<file path="src/rtl/pc_sequencer.sv">
// pc_sequencer: fetch/execute/commit sequencer owning the core's program counter.
// Optional PC_SEQ_TAKEN_CNT_EN adds a saturating count of taken redirects on taken_cnt.
module pc_sequencer #(
    parameter int              PC_W     = 6,
    parameter logic [PC_W-1:0] RESET_PC = '0
) (
    input  logic            clk,
    input  logic            reset,
    input  logic            fetch_ack,
    input  logic            halt,
    input  logic            bez,
    input  logic            ja,
    input  logic [7:0]      x8,
    input  logic [PC_W-1:0] alu_target,
    output logic [PC_W-1:0] pc,
    output logic            fetch_req,
    output logic            exec_en,
    output logic            redirect,
    output logic            halted
`ifdef PC_SEQ_TAKEN_CNT_EN
    ,
    output logic [7:0]      taken_cnt
`endif
);
    typedef enum logic [1:0] {FETCH, EXEC, COMMIT, HALT} state_t;
    state_t          state, state_n;
    logic [PC_W-1:0] next_pc, next_pc_d;
    logic            take, take_d;
    always_comb begin
        state_n   = state;
        next_pc_d = next_pc;
        take_d    = take;
        case (state)
            // the ack only counts once the request is visible to memory
            FETCH:   state_n = (fetch_ack && fetch_req) ? EXEC : FETCH;
            EXEC: begin
                state_n   = halt ? HALT : COMMIT;
                take_d    = halt ? take : (ja || (bez && x8 != 8'd0));
                next_pc_d = halt ? next_pc : (take_d ? alu_target : pc + PC_W'(1));
            end
            COMMIT:  state_n = FETCH;
            default: state_n = HALT;
        endcase
    end
    always_ff @(posedge clk or posedge reset) begin
        if (reset) begin
            state     <= FETCH;
            pc        <= RESET_PC;
            next_pc   <= RESET_PC;
            take      <= 1'b0;
            fetch_req <= 1'b0;
            exec_en   <= 1'b0;
            redirect  <= 1'b0;
            halted    <= 1'b0;
        end else begin
            state     <= state_n;
            next_pc   <= next_pc_d;
            take      <= take_d;
            pc        <= (state == COMMIT) ? next_pc : pc;
            fetch_req <= state_n == FETCH;
            exec_en   <= state_n == EXEC;
            redirect  <= state_n == COMMIT && take_d;
            halted    <= state_n == HALT;
        end
    end
`ifdef PC_SEQ_TAKEN_CNT_EN
    always_ff @(posedge clk or posedge reset) begin
        if (reset)
            taken_cnt <= 8'd0;
        else if (state == COMMIT && take && taken_cnt != 8'hFF)
            taken_cnt <= taken_cnt + 8'd1;
    end
`endif
endmodule

</file>
<file path="config.mk">
export PLATFORM = sky130hd
export DESIGN_NAME = pc_sequencer
export DESIGN_NICKNAME = d
export VERILOG_FILES = /design/src/rtl/pc_sequencer.sv
export SDC_FILE = /design/constraint.sdc
export NUM_CORES = 1
export LEC_CHECK = 0
export ABC_CLOCK_PERIOD_IN_PS = 2000
export CAP_MARGIN = 20
export CORE_MARGIN = 3
export CORE_UTILIZATION = 45
export CTS_CLUSTER_DIAMETER = 50
export DETAILED_ROUTE_END_ITERATION = 12
export PLACE_DENSITY = 0.78
export SYNTH_ARGS = -nofsm -noshare
export SYNTH_HDL_FRONTEND = slang
export SYNTH_SLANG_ARGS = --single-unit
</file>
<file path="constraint.sdc">
create_clock -name clk -period 2 [get_ports clk]
set_clock_uncertainty 0.15 [all_clocks]
set_input_delay 0.4 -clock clk [delete_from_list [all_inputs] [get_ports clk]]
set_output_delay 0.4 -clock clk [all_outputs]
set_load 0.01 [all_outputs]
</file>
After elaboration in Yosys (flattened, before gate mapping)
Index checks and enable logic that the tools add are counted.

cells by class
  bitwise operators = 1
  $add $sub $neg = 1
  equal/unequal tests = 5
  reduce and logical (&&, ||, !) cells = 8
  mux-type cells = 6

operators with widths
  operator               count
  $reduce_bool A8 Y1     1
  $add A6 B1 Y6 const B  1
  $eq A2 B2 Y1 const B   3
  $mux W6                1
  $pmux W2 S3            1
  $eq A2 B1 Y1 const B   2
  $logic_not A2 Y1       2
  $mux W1                4
  $logic_and A1 B1 Y1    3
  $reduce_and A2 Y1      1
  $logic_or A1 B1 Y1     1
  $not A1 Y1             1

storage, ports and cells
  bits of input ports = 20
  output and inout port bits = 10
  register bits after elaboration = 19

Longest topological paths before layout
Gate-level depths: netlist of the first run.

  depth after elaboration = 6
  gate-level depth with buffers = 5
  mapped depth without buffers = 5

Worst setup path before layout of the first run
Ideal clock, no wire load.

  kind = in2reg
  from = input x8[1]
  to = register next_pc[5]
  path slack = 433 ps
  path buffers = 1
  arrival time = 1292 ps
  data required time = 1725 ps
  setup time = 125 ps
  stages = 5
  cell sequence = nor4_4 a21oi_2 buf_6 nor4b_2 o31ai_2

between the ends
  word-level cells in the longest chain between the ends = 5

ends and longest elaborated chain
  what                  line  text
  start, declared       13    input logic [7:0] x8,
  $reduce_bool A8 Y1    38    take_d = halt ? take : (ja || (bez && x8 != 8'd0));
  $logic_and A1 B1 Y1   38
  $logic_or A1 B1 Y1    38
  $mux W1               38
  $mux W6               39    next_pc_d = halt ? next_pc : (take_d ? alu_target : pc + PC_W'(1));
  end signal, assigned  57    next_pc <= next_pc_d;
  end, declared         27    logic [PC_W-1:0] next_pc, next_pc_d;

No other way between the ends.
A chain may end at the register's enable or synchronous reset.

Worst setup path in the final report of the first run
  from = input x8[5]
  to = register next_pc[0]

Same word-level chain as after synthesis.

==> results by group, run 1 <==
Status
  • Status: finished, final reports clean

Timing
  • Fmax: 0.5345 GHz
  • RSZ-0062 raised after global routing: false
  • Fin crit period: 1.871 ns
  • Final hold viol count: 0
  • Max-slew violation count: 0
  • Slew headroom: 71.65%
  • Period Utilization, post-route: 93.54%
  • Sum of negative setup slack: 0 ns
  • Worst slew pin tran: 0.4253 ns
  • Final Hold Slack: 0.2771 ns
  • Final setup fails: 0

Clocking
  • Post-CTS sizing: 0
  • Worst-path clk slew: 0.10 ns
  • CTS tree: built
  • CTS Root Buffer Type: clkbuf_4
  • # clock sinks: 19
  • Postcts setup bufs: 0
  • Worst skew pair latency: 0.30 ns
  • Total CTS buffers: 3
  • H-Tree Depth: 1
  • Hold-fix buffers, CTS: 0
  • CTS max path bufs: 2

Worst setup path
  • Crit path DAT: 1.94 ns
  • Worst Setup Start Kind: input pin
  • R2r startpoint: take
  • Worst reg-to-reg path cell count: 3
  • Flop2flop setup slack: 0.47 ns
  • Maximum fanout along the worst path: 10
  • CP required: 2.07 ns
  • Reg2reg end: next_pc[0]
  • CP endpoint kind: flip-flop
  • Crit Path Class: input pin to flip-flop

Detailed routing
  • Initial DRC Count: 5
  • # DRC: 0
  • WL final: 2028 um
  • Vias/cell: 5.162
  • Wire per inst: 14.28 um
  • Antenna viol nets, final: 0
  • DRT Pass-1 Iters: 4
  • Via count: 733

Synthesis
  • Post-synthesis sequential area ratio: 49.10%
  • Synth cell types: 31
  • Yosys reg bits: 19
  • Synth top area cells: dfrtp_1 49%, mux2_2 5.8%, o31ai_2 5.2%
  • Syn Inst Count: 83
  • Post-Syn Nets: 104
  • Yosys Warn Count: 0
  • Post-synth top area share: 49.10%
  • Synth Area per Inst: 11.67 um^2
  • Mapped cell area: 968.4 um^2
  • Post-synth top area cell: dfrtp_1

Pwr
  • P_leak: 0.5552 nW
  • Max IR drop VDD: 867.6 uV
  • PD cells: 1259 mW/mm^2

Global routing
  • Vias in the first global route: 741
  • Largest net degree at the start of global routing: 20
  • GR Overflow Total: 0
  • First-pass GRT wire length: 3422 um
  • Gr usage total: 17.39%
  • Antenna violations before repair: 0

Place
  • Gpl congestion: 0.7647
  • Placed instance area: 0.001291 mm^2
  • Post-DP HPWL: 1627 um
  • I/O Buffers: 29

Floorplanning
  • # IOs: 30
  • Die Y-Extent: 52.39 um
  • Starting Density: 48.38%
  • DIE AREA: 0.002745 mm^2
  • Die W: 52.39 um
  • FP Rows: 16
  • Core area: 0.002002 mm^2

Run
  • Max_cap viols: 0

Finish
  • Share of cells above drive strength 1: 19.13%
  • P&R area growth vs syn: 36.18%
  • Final non-filler cell area: 0.001319 mm^2
  • Finished Core Util: 65.88%
  • Final antenna diode count: 0
  • Nets@finish: 137

Min path
  • Hold/Removal Path Class: input pin to asynchronous set/reset pin
[how the worst max path moves through the flow]
stage | startpoint | to | cells after the start
2_1_floorplan | x8[1] | next_pc[5] | 5
3_3_place_gp | x8[5] | next_pc[5] | 6
3_5_place_dp | x8[5] | next_pc[0] | 5
4_1_cts | x8[5] | next_pc[0] | 5
5_1_grt | x8[5] | next_pc[0] | 5
6_report | x8[5] | next_pc[0] | 5
[cell usage in the layout (no fill, tap or decap), types with 2 or more instances in the layout]
| master | netlist | final |
|---|---|---|
| nand3_1 | 2 | 2 |
| mux2_1 | 2 | 2 |
| o21ai_1 | 2 | 2 |
| nand2b_1 | 3 | 3 |
| nor2_1 | 5 | 5 |
| dfrtp_1 | 19 | 19 |
| nor3b_1 | 2 | 2 |
| o31ai_2 | 4 | 4 |
| nor3_1 | 5 | 5 |
| nand2_1 | 8 | 8 |
| mux2_2 | 5 | 5 |
| clkbuf_4 | 0 | 3 |
| clkdlybuf4s50_1 | 0 | 29 |
| xnor2_1 | 2 | 2 |
| nor4_4 | 2 | 2 |
| buf_4 | 1 | 4 |
| o21ba_1 | 4 | 4 |
[stage by stage]
step                instances  worst slack (ns)  power (mW)
finish                    142            0.1291       1.660
CTS                       142            0.1261       1.687
floorplan                  83            0.4329       1.174
detailed placement        138           -0.1833       1.489
global route              142           0.07802       1.803
global placement          138           -0.1193       1.450
[state kept, by name (all words and copies together), names as in the netlist]
signal,cells
halted,1
take,1
redirect,1
pc,6
state,2
next_pc,6
exec_en,1
fetch_req,1
[kinds of logic (layout without fill, tap and decap cells)]
| logic type | after synthesis | in the layout | synth area share, % |
|---|---|---|---|
| fa+ha+maj | 1 | 1 | 1.292 |
| xor+xnor | 3 | 3 | 2.714 |
| mux | 7 | 7 | 8.139 |
| flops | 19 | 19 | 49.10 |
| simple gates | 31 | 31 | 20.54 |
| buf+inv | 6 | 38 | 3.617 |
| compound gates | 16 | 16 | 14.60 |
[critical path, stage by stage]
cell,delay (ns)
clkdlybuf4s50_1,0.44
nor4_4,0.34
a21oi_2,0.19
or3_1,0.38
a31oi_1,0.19
[final cells by class]
type / count / area [um^2]
well taps: 27 / 33.78
inverters: 1 / 3.754
fillers: 177 / 683.2
clock inverters: 1 / 5.005
clock buffers: 3 / 22.52
flip-flops and latches: 19 / 475.5
multi-input cells: 58 / 457.9
repair buffers: 33 / 320.3
[cell usage after synthesis, drive strengths merged]
master and count:
or3b 1, o21ba 4, mux2 7, o31a 1, xnor2 2, nand3 2, ha 1, clkbuf 2
nor3b 2, o21ai 3, inv 1, nor2 5, o21a 1, dfrtp 19, nor4 2, xor2 1
buf 3, nand2b 3, nor3 5, or3 1, a31oi 1, a21oi 2, o31ai 4, nor4b 1
nand2 8, and2 1
[power by group]
part / internal, mW / switching [mW] / total [mW] / leakage (nW)
Clock: 0.0745 / 0.116 / 0.191 / 0.0177
Combinational: 0.443 / 0.326 / 0.769 / 0.306
Sequential: 0.561 / 0.140 / 0.701 / 0.232
Total: 1.08 / 0.582 / 1.66 / 0.555
[layer usage]
metal	part of all wire [%]	up-vias	wire length, um	global-route usage [%]
met2	53	16	1075	30.58
li1	-	356	-	-
met5	0	-	0	0
met4	1.2	0	25	3.830
met3	4.2	4	86	5.698
met1	41	357	841	20.32
Power figures use the tool's default switching activity.
==> inputs of run 2 (changes only) <==
--- a/config.mk
+++ b/config.mk
@@ -13,4 +13,5 @@
 export DETAILED_ROUTE_END_ITERATION = 12
 export PLACE_DENSITY = 0.78
+export SLEW_MARGIN = 15
 export SYNTH_ARGS = -nofsm -noshare
 export SYNTH_HDL_FRONTEND = slang
==> constraint.sdc (replaced) <==
create_clock -name clk -period 2 [get_ports clk]
set_clock_uncertainty 0.15 [all_clocks]
set_input_delay 0.3 -clock clk [delete_from_list [all_inputs] [get_ports clk]]
set_output_delay 0.3 -clock clk [all_outputs]
set_load 0.01 [all_outputs]
==> run 2 against run 1 <==
Compared with the run above: largest power group unchanged; global-route usage is 2.1 points lower; worst hold slack worse by 0.11 ns; maximum frequency is 6.9% higher; critical endpoint is now next_pc[4]; clock power is 2% lower; design area is 0.66% lower; combinational power is 2% lower; flip-flop and latch count stayed put; sequential power hardly changed; routed wire length is 5.0% lower; register-to-register slack hardly changed; die area stayed put; count of clock-buffer cells in the layout is 1 higher.
==> results by group, run 2 (synthesis gave the netlist of run 1 again) <==
Status
  • Status: finished, final reports clean

Detailed routing
  • # DRC: 0
  • Wire per inst: 13.66 um
  • Antenna viol nets, final: 0
  • WL final: 1926 um
  • Vias/cell: 5.113
  • Initial DRC Count: 8
  • DRT Pass-1 Iters: 4
  • Via count: 721

Worst setup path
  • Critical path, cell by cell: clkdlybuf4s50_1, nor4_4, a21oi_2, buf_4, o21ba_1, o31ai_2
  • Worst reg-to-reg path cell count: 2
  • Crit-path max cell delay: 0.45 ns
  • Crit path DAT: 1.81 ns
  • Worst Setup Start Kind: input pin
  • CP endpoint kind: flip-flop
  • CP required: 2.06 ns
  • Maximum fanout along the worst path: 10
  • CP max stage cell: clkdlybuf4s50_1
  • Crit Path Class: input pin to flip-flop

Finish
  • Most frequent cells in the layout: 29 x clkdlybuf4s50_1, 19 x dfrtp_1, 8 x nand2_1
  • Final antenna diode count: 0
  • Top Registers: next_pc x6, pc x6, state x2
  • Share of cells above drive strength 1: 17.54%
  • Finished Core Util: 65.44%
  • Most common cell after layout, fill and taps aside: clkdlybuf4s50_1
  • Final non-filler cell area: 0.001310 mm^2
  • P&R area growth vs syn: 35.27%
  • Fillers: 171
  • Fin cells: 141
  • Nets@finish: 136

Global routing
  • Gr usage total: 15.29%
  • Antenna violations before repair: 0
  • Vias in the first global route: 701
  • Largest net degree at the start of global routing: 20
  • GR Overflow Total: 0
  • First-pass GRT wire length: 3084 um

Pwr
  • Switch share: 34.59%
  • PD cells: 1252 mW/mm^2
  • Max IR drop VDD: 763.0 uV
  • Clock Power Share: 11.4%
  • Combinational power share: 45.8%
  • P_leak: 0.5482 nW
  • Internal power component: 1.073 mW
  • Sequential Power Share: 42.8%
  • Post-route total power: 1.640 mW
  • Switching power: 0.5672 mW

Timing
  • Slew headroom: 68.83%
  • Worst slew pin tran: 0.4676 ns
  • Period Utilization, post-route: 87.51%
  • RSZ-0062 raised after global routing: false
  • Final hold viol count: 0
  • Sum of negative setup slack: 0 ns
  • Max-slew violation count: 0
  • Final setup fails: 0
  • Fmax: 0.5714 GHz
  • Setup ws final: 0.2498 ns
  • Fin crit period: 1.750 ns
  • Final Hold Slack: 0.1711 ns

Place
  • Placed cell count: 137
  • Post-DP HPWL: 1502 um
  • Gpl congestion: 0.7626
  • Dpl ws: -0.08007 ns
  • I/O Buffers: 29
  • Placed instance area: 0.001284 mm^2

Floorplanning
  • Die Y-Extent: 52.39 um
  • Core area: 0.002002 mm^2
  • DIE AREA: 0.002745 mm^2
  • FP Rows: 16
  • # IOs: 30
  • Die W: 52.39 um
  • Starting Density: 48.38%

Min path
  • Hold/Removal Path Class: input pin to asynchronous set/reset pin

Clocking
  • Postcts setup bufs: 0
  • Worst skew pair latency: 0.28 ns
  • # clock sinks: 19
  • H-Tree Depth: 1
  • Worst-path clk slew: 0.10 ns
  • Hold-fix buffers, CTS: 0
  • Post-CTS sizing: 0
  • CTS Root Buffer Type: clkbuf_4
  • CTS max path bufs: 2
  • CTS tree: built
  • Total CTS buffers: 3

Run
  • Max_cap viols: 0
run 2: cell count changes in the layout (fill, tap and decap cells not counted), sizes merged:
cell,delta
buf,-1
clkbuf,+1
clkinv,-1
run 2: critical path, delay by kind of cell:
family / cells / cell delay [ns]
buf+inv: 2 / 0.64
simple gates: 1 / 0.33
compound gates: 3 / 0.54
run 2: cell type report:
type | count | area [um^2] | share of cell area (%)
Clock buffer | 4 | 26.28 | 2.006
Tap cell | 27 | 33.78 | 2.579
Sequential cell | 19 | 475.5 | 36.29
Inverter | 1 | 3.754 | 0.2865
Timing Repair Buffer | 32 | 312.8 | 23.88
Multi-Input combinational cell | 58 | 457.9 | 34.96
run 2: metal layers:
metal  GRT usage [%]  vias to the layer above  share of wire, %
li1                -                      356                 -
met1           19.06                      350                42
met2           27.07                       13                54
met3           2.564                        2               3.1
met4           3.830                        0              0.88
met5               0                        -                 0
run 2: path summary, 6_finish.rpt:
path / start / end / slack (ns)
max reg2reg: state[1] / next_pc[1] / 0.48
min in group clk: next_pc[1] / pc[1] / 0.33
min reg2reg: next_pc[1] / pc[1] / 0.33
max in group asynchronous: reset / state[1] / 1.33
min: reset / next_pc[5] / 0.17
max: x8[5] / next_pc[4] / 0.25
run 2: power by group through the flow:
stage | registers [mW] | logic [mW] | clock network [mW]
floorplan | 0.721 | 0.454 | 0
global placement | 0.702 | 0.743 | 0
detailed placement | 0.707 | 0.763 | 0
CTS | 0.700 | 0.765 | 0.196
global route | 0.730 | 0.822 | 0.213
finish | 0.702 | 0.751 | 0.187
